### src/rtl/systolic_edge_feeder.sv
// systolic_edge_feeder
// Buffers one A tile and one B tile, then on start drives the left/top edges
// of an N x N systolic array with diagonally skewed operand streams, pulses
// the accumulator clear, controls the array-wide pause and flags completion.
module systolic_edge_feeder #(
    parameter int DATA_WIDTH = 16,
    parameter int N          = 4
) (
    input  logic                    clk,
    input  logic                    reset,
    input  logic                    ld_valid,
    output logic                    ld_ready,
    input  logic                    ld_sel,
    input  logic [((N > 1) ? $clog2(N) : 1)-1:0] ld_row,
    input  logic [((N > 1) ? $clog2(N) : 1)-1:0] ld_col,
    input  logic [DATA_WIDTH-1:0]   ld_data,
    input  logic                    start,
    output logic                    busy,
    output logic                    done,
    output logic                    acc_clear,
    output logic                    pause,
    output logic [N*DATA_WIDTH-1:0] left_out,
    output logic [N*DATA_WIDTH-1:0] top_out
);

    localparam int IW = (N > 1) ? $clog2(N) : 1;
    // Counter must hold 2N-2 (last stream step)
    localparam int CW = $clog2(2 * N);

    localparam logic [CW-1:0] STREAM_LAST = CW'(2 * N - 2);
    localparam logic [CW-1:0] FLUSH_LAST  = CW'(N - 2);

    localparam logic [2:0] ST_IDLE   = 3'd0;
    localparam logic [2:0] ST_CLEAR  = 3'd1;
    localparam logic [2:0] ST_STREAM = 3'd2;
    localparam logic [2:0] ST_FLUSH  = 3'd3;
    localparam logic [2:0] ST_DONE   = 3'd4;

    logic [2:0]            state;
    logic [2:0]            state_nxt;
    logic [CW-1:0]         cnt;
    logic [CW-1:0]         cnt_nxt;
    logic [N*DATA_WIDTH-1:0] left_nxt;
    logic [N*DATA_WIDTH-1:0] top_nxt;

    logic [DATA_WIDTH-1:0] a_buf [N][N];
    logic [DATA_WIDTH-1:0] b_buf [N][N];

    logic wr_en;

    assign wr_en = (state == ST_IDLE) && ld_valid
                   && (32'(ld_row) < N) && (32'(ld_col) < N);

    // Next-state and phase counter sequencing
    always_comb begin
        state_nxt = state;
        cnt_nxt   = cnt;
        case (state)
            ST_IDLE: begin
                if (start) begin
                    state_nxt = ST_CLEAR;
                end
            end
            ST_CLEAR: begin
                state_nxt = ST_STREAM;
                cnt_nxt   = '0;
            end
            ST_STREAM: begin
                if (cnt == STREAM_LAST) begin
                    state_nxt = ST_FLUSH;
                    cnt_nxt   = '0;
                end else begin
                    cnt_nxt = cnt + 1'b1;
                end
            end
            ST_FLUSH: begin
                if (cnt == FLUSH_LAST) begin
                    state_nxt = ST_DONE;
                    cnt_nxt   = '0;
                end else begin
                    cnt_nxt = cnt + 1'b1;
                end
            end
            ST_DONE: begin
                state_nxt = ST_IDLE;
            end
            default: begin
                state_nxt = ST_IDLE;
                cnt_nxt   = '0;
            end
        endcase
    end

    // Skewed edge values for the upcoming cycle: row/column i lags by i steps.
    // Computed from the next state so the edge registers line up with it.
    always_comb begin
        left_nxt = '0;
        top_nxt  = '0;
        if (state_nxt == ST_STREAM) begin
            for (int unsigned i = 0; i < N; i++) begin
                if ((32'(cnt_nxt) >= i) && ((32'(cnt_nxt) - i) < N)) begin
                    left_nxt[i*DATA_WIDTH +: DATA_WIDTH] = a_buf[i][IW'(32'(cnt_nxt) - i)];
                    top_nxt[i*DATA_WIDTH +: DATA_WIDTH]  = b_buf[IW'(32'(cnt_nxt) - i)][i];
                end
            end
        end
    end

    // State, tile buffers and registered outputs
    always_ff @(posedge clk) begin
        if (reset) begin
            state     <= ST_IDLE;
            cnt       <= '0;
            ld_ready  <= 1'b1;
            busy      <= 1'b0;
            done      <= 1'b0;
            acc_clear <= 1'b0;
            pause     <= 1'b1;
            left_out  <= '0;
            top_out   <= '0;
            for (int unsigned r = 0; r < N; r++) begin
                for (int unsigned c = 0; c < N; c++) begin
                    a_buf[r][c] <= '0;
                    b_buf[r][c] <= '0;
                end
            end
        end else begin
            state     <= state_nxt;
            cnt       <= cnt_nxt;
            ld_ready  <= (state_nxt == ST_IDLE);
            busy      <= (state_nxt != ST_IDLE);
            done      <= (state_nxt == ST_DONE);
            acc_clear <= (state_nxt == ST_CLEAR);
            pause     <= !((state_nxt == ST_STREAM) || (state_nxt == ST_FLUSH));
            left_out  <= left_nxt;
            top_out   <= top_nxt;
            if (wr_en) begin
                if (ld_sel) begin
                    b_buf[ld_row][ld_col] <= ld_data;
                end else begin
                    a_buf[ld_row][ld_col] <= ld_data;
                end
            end
        end
    end

endmodule

### config.mk
export PLATFORM = sky130hd
export DESIGN_NAME = systolic_edge_feeder
export DESIGN_NICKNAME = d
export VERILOG_FILES = /design/src/rtl/systolic_edge_feeder.sv
export SDC_FILE = /design/constraint.sdc
export NUM_CORES = 1
export LEC_CHECK = 0
export CORE_UTILIZATION = 55
export CTS_CLUSTER_DIAMETER = 120
export DETAILED_ROUTE_END_ITERATION = 7
export HOLD_SLACK_MARGIN = 0.08
export MAX_ROUTING_LAYER = met4
export PLACE_DENSITY_LB_ADDON = 0.25
export SETUP_SLACK_MARGIN = 0.05
export SYNTH_ARGS = -nofsm -noshare
export SYNTH_HDL_FRONTEND = slang
export SYNTH_SLANG_ARGS = --single-unit
export TNS_END_PERCENT = 100
### constraint.sdc
create_clock -name clk -period 5.1 [get_ports clk]
set_input_delay 1.02 -clock clk [delete_from_list [all_inputs] [get_ports clk]]
set_output_delay 1.02 -clock clk [all_outputs]
set_load 0.01 [all_outputs]
==> results.md, run 1 <==
* Origin of the critical flop-to-flop path: cnt[0]
* Leakage power of the design at 11.7 nW
* # Max-Cap Violations at 0
* Area Overhead vs Synth at 15.8%
* Sequential share of the synthesized area at 67.7%
* Number of gates resized after cts at 0
* CTS clk-pin slew, worst paths at 0.06 ns
* Synth Register Bits at 651
* Routability congestion estimate at 0.795
* Maximum fanout along the worst path at 45
* Area leader, netlist: sky130_fd_sc_hd__edfxtp_1
* GRT Max-Usage Layer: met2
* Die X-Extent at 223 um
* Sort of element at the end of the critical path: flip-flop
* GR Layer Usage met3 at 5.36%
* TritonCTS clock tree: built
* Power consumption at 0.0117 W
* Die area at 49700 um2
* Max clock buf depth at 3
* Sink Count at 651
* Number of detailed-routing iterations run before antenna repair at 8
* Hold Violations, Final at 0
* Post-CTS setup-driven buffer insertion count at 0
* Time the final worst path needs with I/O delays and setup at 3.84 ns
* Fill cell total of the finished layout at 3364
* Total detailed-routing wirelength at 60.2 mm
* Final slew viol count at 0
* Number of nets with antenna violations after routing at 0
* Ports at 158
* Worst min-delay path class: flip-flop to flip-flop
* Number of nets in the finished design at 1998
* Flop-to-flop setup slack at 1.26 ns
* Result of the run: finished, final reports clean
* Final clock period utilization by the worst path at 75.2%
* Skew-Pair Late Insertion Delay at 0.59 ns
* Global-route met2 utilization at 37.8%
* RSZ-0062 raised after global routing: no
* CP cell instances: inv_1 -> ha_1 -> a2111oi_1 -> or2_4 -> ha_2 -> buf_4 -> mux4_2 -> and2_1
* Slew HR at 2.65%
* Global Route Usage Sum at 25.4%
* Tightest Pin Transition at 1.46 ns
* Peak per-stage delay on the critical path at 0.76 ns
* Number of enable flip-flop cells after synthesis at 512
* Number of antenna violations at the first check in global routing at 5
* Hold Path Depth at 2
* DRT iter0 DRCs at 1512
* Area of the core at 47900 um2
* Largest net degree at the start of global routing at 88
* Total negative slack for setup checks at 0 ns
* Synthesized cell area at 26800 um2
* Data required time at the worst endpoint at 5.57 ns
* Ranking of synthesized cells by area: sky130_fd_sc_hd__edfxtp_1 57%, sky130_fd_sc_hd__and2_1 15%, sky130_fd_sc_hd__dfxtp_1 10%, sky130_fd_sc_hd__mux4_2 5.4%, sky130_fd_sc_hd__a211oi_1 3.6%
* Global-route wire length before repair at 91.6 mm
* Area share of the largest cell type after synthesis at 57.3%
* Number of buffers added by the clock tree synthesis step at 67
* Reg-to-Reg End: top_out[62]
* CP Class: flip-flop to flip-flop
* Proportion of register bits with asynchronous set or reset after synthesis at 0%
* Worst Clk Skew at 0.0183 ns
* H-tree depth reported by CTS at 3
* Yosys Warn Count at 0
* Count of unique library cells instantiated by Yosys at 42
* Nature of the critical path startpoint: flip-flop
* Utilization after layout at 64.8%
* Mapped Avg Cell Area at 14.6 um2
* Hold_buf cts at 0
* Met1 layer usage reported by global route at 35.0%
* Buffer type at the clock tree root: sky130_fd_sc_hd__clkbuf_16
* Total power per unit cell area at 377 nW/um2
* Number of cells on the worst reg-to-reg path at 8
* Mapped Nets at 1878
* Port buffer count at 157
* Initial cell density of the core at 56.0%
* Routed length per instance at 22.9 um
* Via count of the first global-routing pass at 15.1k
* Number of core rows at 80
* Placed wire-length estimate at 35.5 mm
* Final count of negative-setup-slack endpoints at 0
* Gate count of the mapped netlist at 1843
* Most common cell after layout, fill and taps aside: sky130_fd_sc_hd__and2_1
* Hold EP: top_out[44]
* Fmax achieved at 261 MHz
* Worst VDD drop at 0.000217 V
* Commonest cells after routing, fill and taps aside: 640 x sky130_fd_sc_hd__and2_1, 512 x sky130_fd_sc_hd__edfxtp_1, 153 x sky130_fd_sc_hd__clkdlybuf4s50_1
* Routed via count divided by cell count at 5.73
* Count of vias placed by the detailed router at 15.1k
* Beginning of the worst hold path: b_buf[0][28]
* Worst path arrival time at 4.31 ns
* Ys flop type: sky130_fd_sc_hd__edfxtp_1
* Vert. Die Dim at 223 um
* Layout cell share with drive strength beyond 1 at 13.8%
* Total overflow reported by the global router at 0
* Cell type of the slowest stage on the worst timing path: sky130_fd_sc_hd__ha_2
* Drc violations at 0
## synth_stat cells, drive strengths merged, types with 2 or more instances
cell type  count
mux2i         64
nor2           4
ha            10
xnor2          2
edfxtp       512
a2111oi        2
o211ai         2
inv           10
or2           37
nor3          35
clkbuf       133
a211oi       128
a21oi          2
buf           28
dfxtp        139
nand2b         6
mux4          64
and2         640
o21ai          3
nand2          5
nor3b          4
## how the worst max path moves through the flow
stage	cells past startpoint	slack [ns]	endpoint	from
floorplan	12	1.82	left_out[16]	cnt[0]
global placement	7	1.32	b_buf[2][28]	reset
detailed placement	11	1.31	top_out[16]	cnt[0]
CTS	11	1.28	top_out[16]	cnt[0]
global route	11	1.01	top_out[16]	cnt[0]
finish	8	1.26	top_out[62]	cnt[0]
## logic make-up after synthesis
family,count (synthesis),share of synthesized area (%)
and+or+nand+nor,737,17.3
DFF,651,67.7
buffers and inverters,171,2.66
AOI/OAI and AO/OA,143,4.02
muxes,129,7.80
adders and majority gates,10,0.466
xor gates and xnor gates,2,0.0653
## critical path: cells and delay by family (launching register included)
family | cells | cell delay (ns)
multiplexers | 1 | 0.40
flip-flops | 1 | 0.40
buffers and inverters | 2 | 0.53
AO/OA/AOI/OAI | 1 | 0.58
adder cells (fa/ha/maj) | 2 | 1.02
AND/OR/NAND/NOR | 2 | 0.76
## stage by stage
step	instances	hold WS (ns)	setup WS [ns]	area (um2)
3_3_place_gp	2509	0.593	1.32	28900
6_report	2632	0.609	1.26	31100
2_1_floorplan	1843	0.577	1.82	26800
5_1_grt	2631	0.633	1.01	31100
3_5_place_dp	2509	0.599	1.31	28900
4_1_cts	2629	0.616	1.28	31100
## flip-flops by register name (all words and copies together), names as in the netlist
| signal | count |
|---|---|
| a_buf | 256 |
| b_buf | 256 |
| left_out | 64 |
| top_out | 64 |
| cnt | 3 |
| state | 3 |
| acc_clear | 1 |
| busy | 1 |
| done | 1 |
| ld_ready | 1 |
| pause | 1 |
## report_power, final
part	internal (W)	switching [W]
logic	0.000391	0.000620
registers	0.00588	0.0000547
clock network	0.00281	0.00195
total	0.00908	0.00263
## cell type report
| class | instances | area (um2) | share of cell area [%] |
|---|---|---|---|
| well taps | 615 | 769 | 2.48 |
| clock inverters | 20 | 179 | 0.576 |
| flip-flops and latches | 651 | 18200 | 58.4 |
| clock buffers | 100 | 1960 | 6.30 |
| repair buffers | 212 | 1960 | 6.32 |
| diodes | 3 | 7.51 | 0.0242 |
| inverters | 10 | 40.0 | 0.129 |
| multi-input cells | 1021 | 8000 | 25.7 |
## metal layers
| layer | wire length (um) | part of all wire [%] |
|---|---|---|
| met5 | 0 | 0 |
| met4 | 1660 | 2.8 |
| met3 | 4780 | 7.9 |
| met2 | 27900 | 46 |
| met1 | 25900 | 43 |
(Power assumes the default switching activity.)
==> inputs of run 2 (changes only) <==
==> constraint.sdc (replaced) <==
create_clock -name clk -period 3.72 [get_ports clk]
set_input_delay 0.744 -clock clk [delete_from_list [all_inputs] [get_ports clk]]
set_output_delay 0.744 -clock clk [all_outputs]
set_load 0.01 [all_outputs]
==> results.md, run 2 (same netlist as run 1, synthesis figures left out) <==
* Cell type of the slowest stage on the worst timing path: sky130_fd_sc_hd__buf_4
* Max clock buf depth at 3
* Commonest cells after routing, fill and taps aside: 640 x sky130_fd_sc_hd__and2_1, 512 x sky130_fd_sc_hd__edfxtp_1, 156 x sky130_fd_sc_hd__clkdlybuf4s50_1
* Worst VDD drop at 0.000283 V
* Die X-Extent at 223 um
* Skew-Pair Late Insertion Delay at 0.58 ns
* Flop-to-flop setup slack at 0.40 ns
* Switching power at 0.00359 W
* Total power per unit cell area at 518 nW/um2
* Largest registers: a_buf x256, b_buf x256
* Number of buffers added by the clock tree synthesis step at 69
* Share of power burned in registers at 49.9%
* Final clock period utilization by the worst path at 89.1%
* DRT iter0 DRCs at 1204
* Number of cells on the worst reg-to-reg path at 9
* Power consumption at 0.0163 W
* Crit path setup slack, layout at 0.405 ns
* Slew HR at 27.4%
* Tightest Pin Transition at 1.08 ns
* CP cell instances: inv_1 -> ha_1 -> nor3b_1 -> o22ai_4 -> buf_4 -> buf_4 -> and2_1 -> a211oi_1 -> a211oi_1
* Buffer type at the clock tree root: sky130_fd_sc_hd__clkbuf_16
* Hold_buf cts at 0
* Port buffer count at 157
* Final slew viol count at 0
* Worst min-delay path class: flip-flop to flip-flop
* Ports at 158
* Post-Place Worst Slack at 0.331 ns
* Hold Path Depth at 2
* H-tree depth reported by CTS at 3
* Combinational Power Share at 8.3%
* Routability congestion estimate at 0.850
* CP Class: flip-flop to flip-flop
* Initial cell density of the core at 56.0%
* Origin of the critical flop-to-flop path: cnt[0]
* Maximum fanout along the worst path at 64
* Routed via count divided by cell count at 5.69
* RSZ-0062 raised after global routing: no
* Area of placed instances at 29200 um2
* Number of nets in the finished design at 2015
* Drc violations at 0
* Nature of the critical path startpoint: flip-flop
* Die area at 49700 um2
* Fill cell total of the finished layout at 3328
* Most common cell after layout, fill and taps aside: sky130_fd_sc_hd__and2_1
* Worst path arrival time at 3.79 ns
* Layout cell share with drive strength beyond 1 at 14.7%
* Sink Count at 651
* Data required time at the worst endpoint at 4.20 ns
* CTS clk-pin slew, worst paths at 0.06 ns
* Number of nets with antenna violations after routing at 0
* Peak per-stage delay on the critical path at 0.80 ns
* Result of the run: finished, final reports clean
* Reg-to-Reg End: top_out[32]
* Area of the core at 47900 um2
* Routed length per instance at 22.6 um
* Vert. Die Dim at 223 um
* Number of antenna violations at the first check in global routing at 4
* Post-route standard cell area excluding fillers at 31400 um2
* Global-route wire length before repair at 91.7 mm
* Area Overhead vs Synth at 17.1%
* Fmax achieved at 302 MHz
* Leakage power of the design at 11.9 nW
* Via count of the first global-routing pass at 15.6k
* Cell-internal power at 0.0127 W
* Largest net degree at the start of global routing at 92
* Hold EP: left_out[38]
* Sort of element at the end of the critical path: flip-flop
* Total overflow reported by the global router at 0
* Number of core rows at 80
* Worst Clk Skew at 0.0178 ns
* Time the final worst path needs with I/O delays and setup at 3.32 ns
* Hold Violations, Final at 0
* TritonCTS clock tree: built
* Switching power share of the total at 22.0%
* Number of detailed-routing iterations run before antenna repair at 5
* Portion of total power attributed to the clock network at 41.8%
* Total negative slack for setup checks at 0 ns
* Placed wire-length estimate at 34.4 mm
* Global Route Usage Sum at 25.5%
* Count of vias placed by the detailed router at 15.1k
* # Max-Cap Violations at 0
* Beginning of the worst hold path: a_buf[2][38]
* Total detailed-routing wirelength at 60.0 mm
* Final count of negative-setup-slack endpoints at 0
run 2: power by group through the flow:
stage	combinational [W]	clock [W]	sequential, W
after floorplan	0.000951	0	0.00826
after global placement	0.00134	0	0.00827
after detailed placement	0.00136	0	0.00828
after CTS	0.00137	0.00689	0.00813
after global routing	0.00146	0.00714	0.00815
final	0.00135	0.00681	0.00813
run 2: timing repair:
action	CTS	global route
gates resized for setup	0	1
setup buffers	0	0
hold endpoints to repair	0	0
endpoints found under the setup margin	0	32
run 2: critical path, delay by kind of cell (launching register included):
kind / cells / cell delay (ns)
buffers and inverters: 3 / 1.51
AO/OA/AOI/OAI: 3 / 0.61
flip-flops: 1 / 0.42
adder cells (fa/ha/maj): 1 / 0.30
AND/OR/NAND/NOR: 2 / 0.32
run 2: through the flow:
stage	hold WS [ns]	cells	util [%]
finish	0.609	2653	65.5
global route	0.643	2652	65.5
CTS	0.605	2649	65.5
detailed placement	0.605	2524	60.8
global placement	0.588	2524	60.8
floorplan	0.577	1843	-
run 2: final cells by class:
class,instances,area [um2],area share [%]
flip-flops and latches,651,18200,57.8
multi-input cells,1021,8000,25.5
repair buffers,227,2190,6.98
clock buffers,98,1990,6.34
well taps,615,769,2.45
clock inverters,27,264,0.840
inverters,10,40.0,0.127
diodes,4,10.0,0.0319
run 2: worst max path at each step:
stage / startpoint / endpoint / slack [ns] / cells after the start
5_1_grt: cnt[0] / top_out[32] / 0.16 / 9
2_1_floorplan: cnt[0] / left_out[16] / 0.44 / 12
6_report: cnt[0] / top_out[32] / 0.40 / 9
3_3_place_gp: cnt[0] / top_out[22] / 0.51 / 11
3_5_place_dp: cnt[0] / top_out[27] / 0.33 / 11
4_1_cts: cnt[0] / top_out[25] / 0.29 / 11
run 2: layer usage:
layer | track usage, % | vias up | wire (um) | share of wire (%)
met5 | - | - | 0 | 0
met1 | 32.8 | 7655 | 24800 | 41
met4 | 8.94 | 0 | 1370 | 2.3
met3 | 4.81 | 88 | 4080 | 6.8
li1 | - | 6851 | - | -
met2 | 40.8 | 493 | 29800 | 50
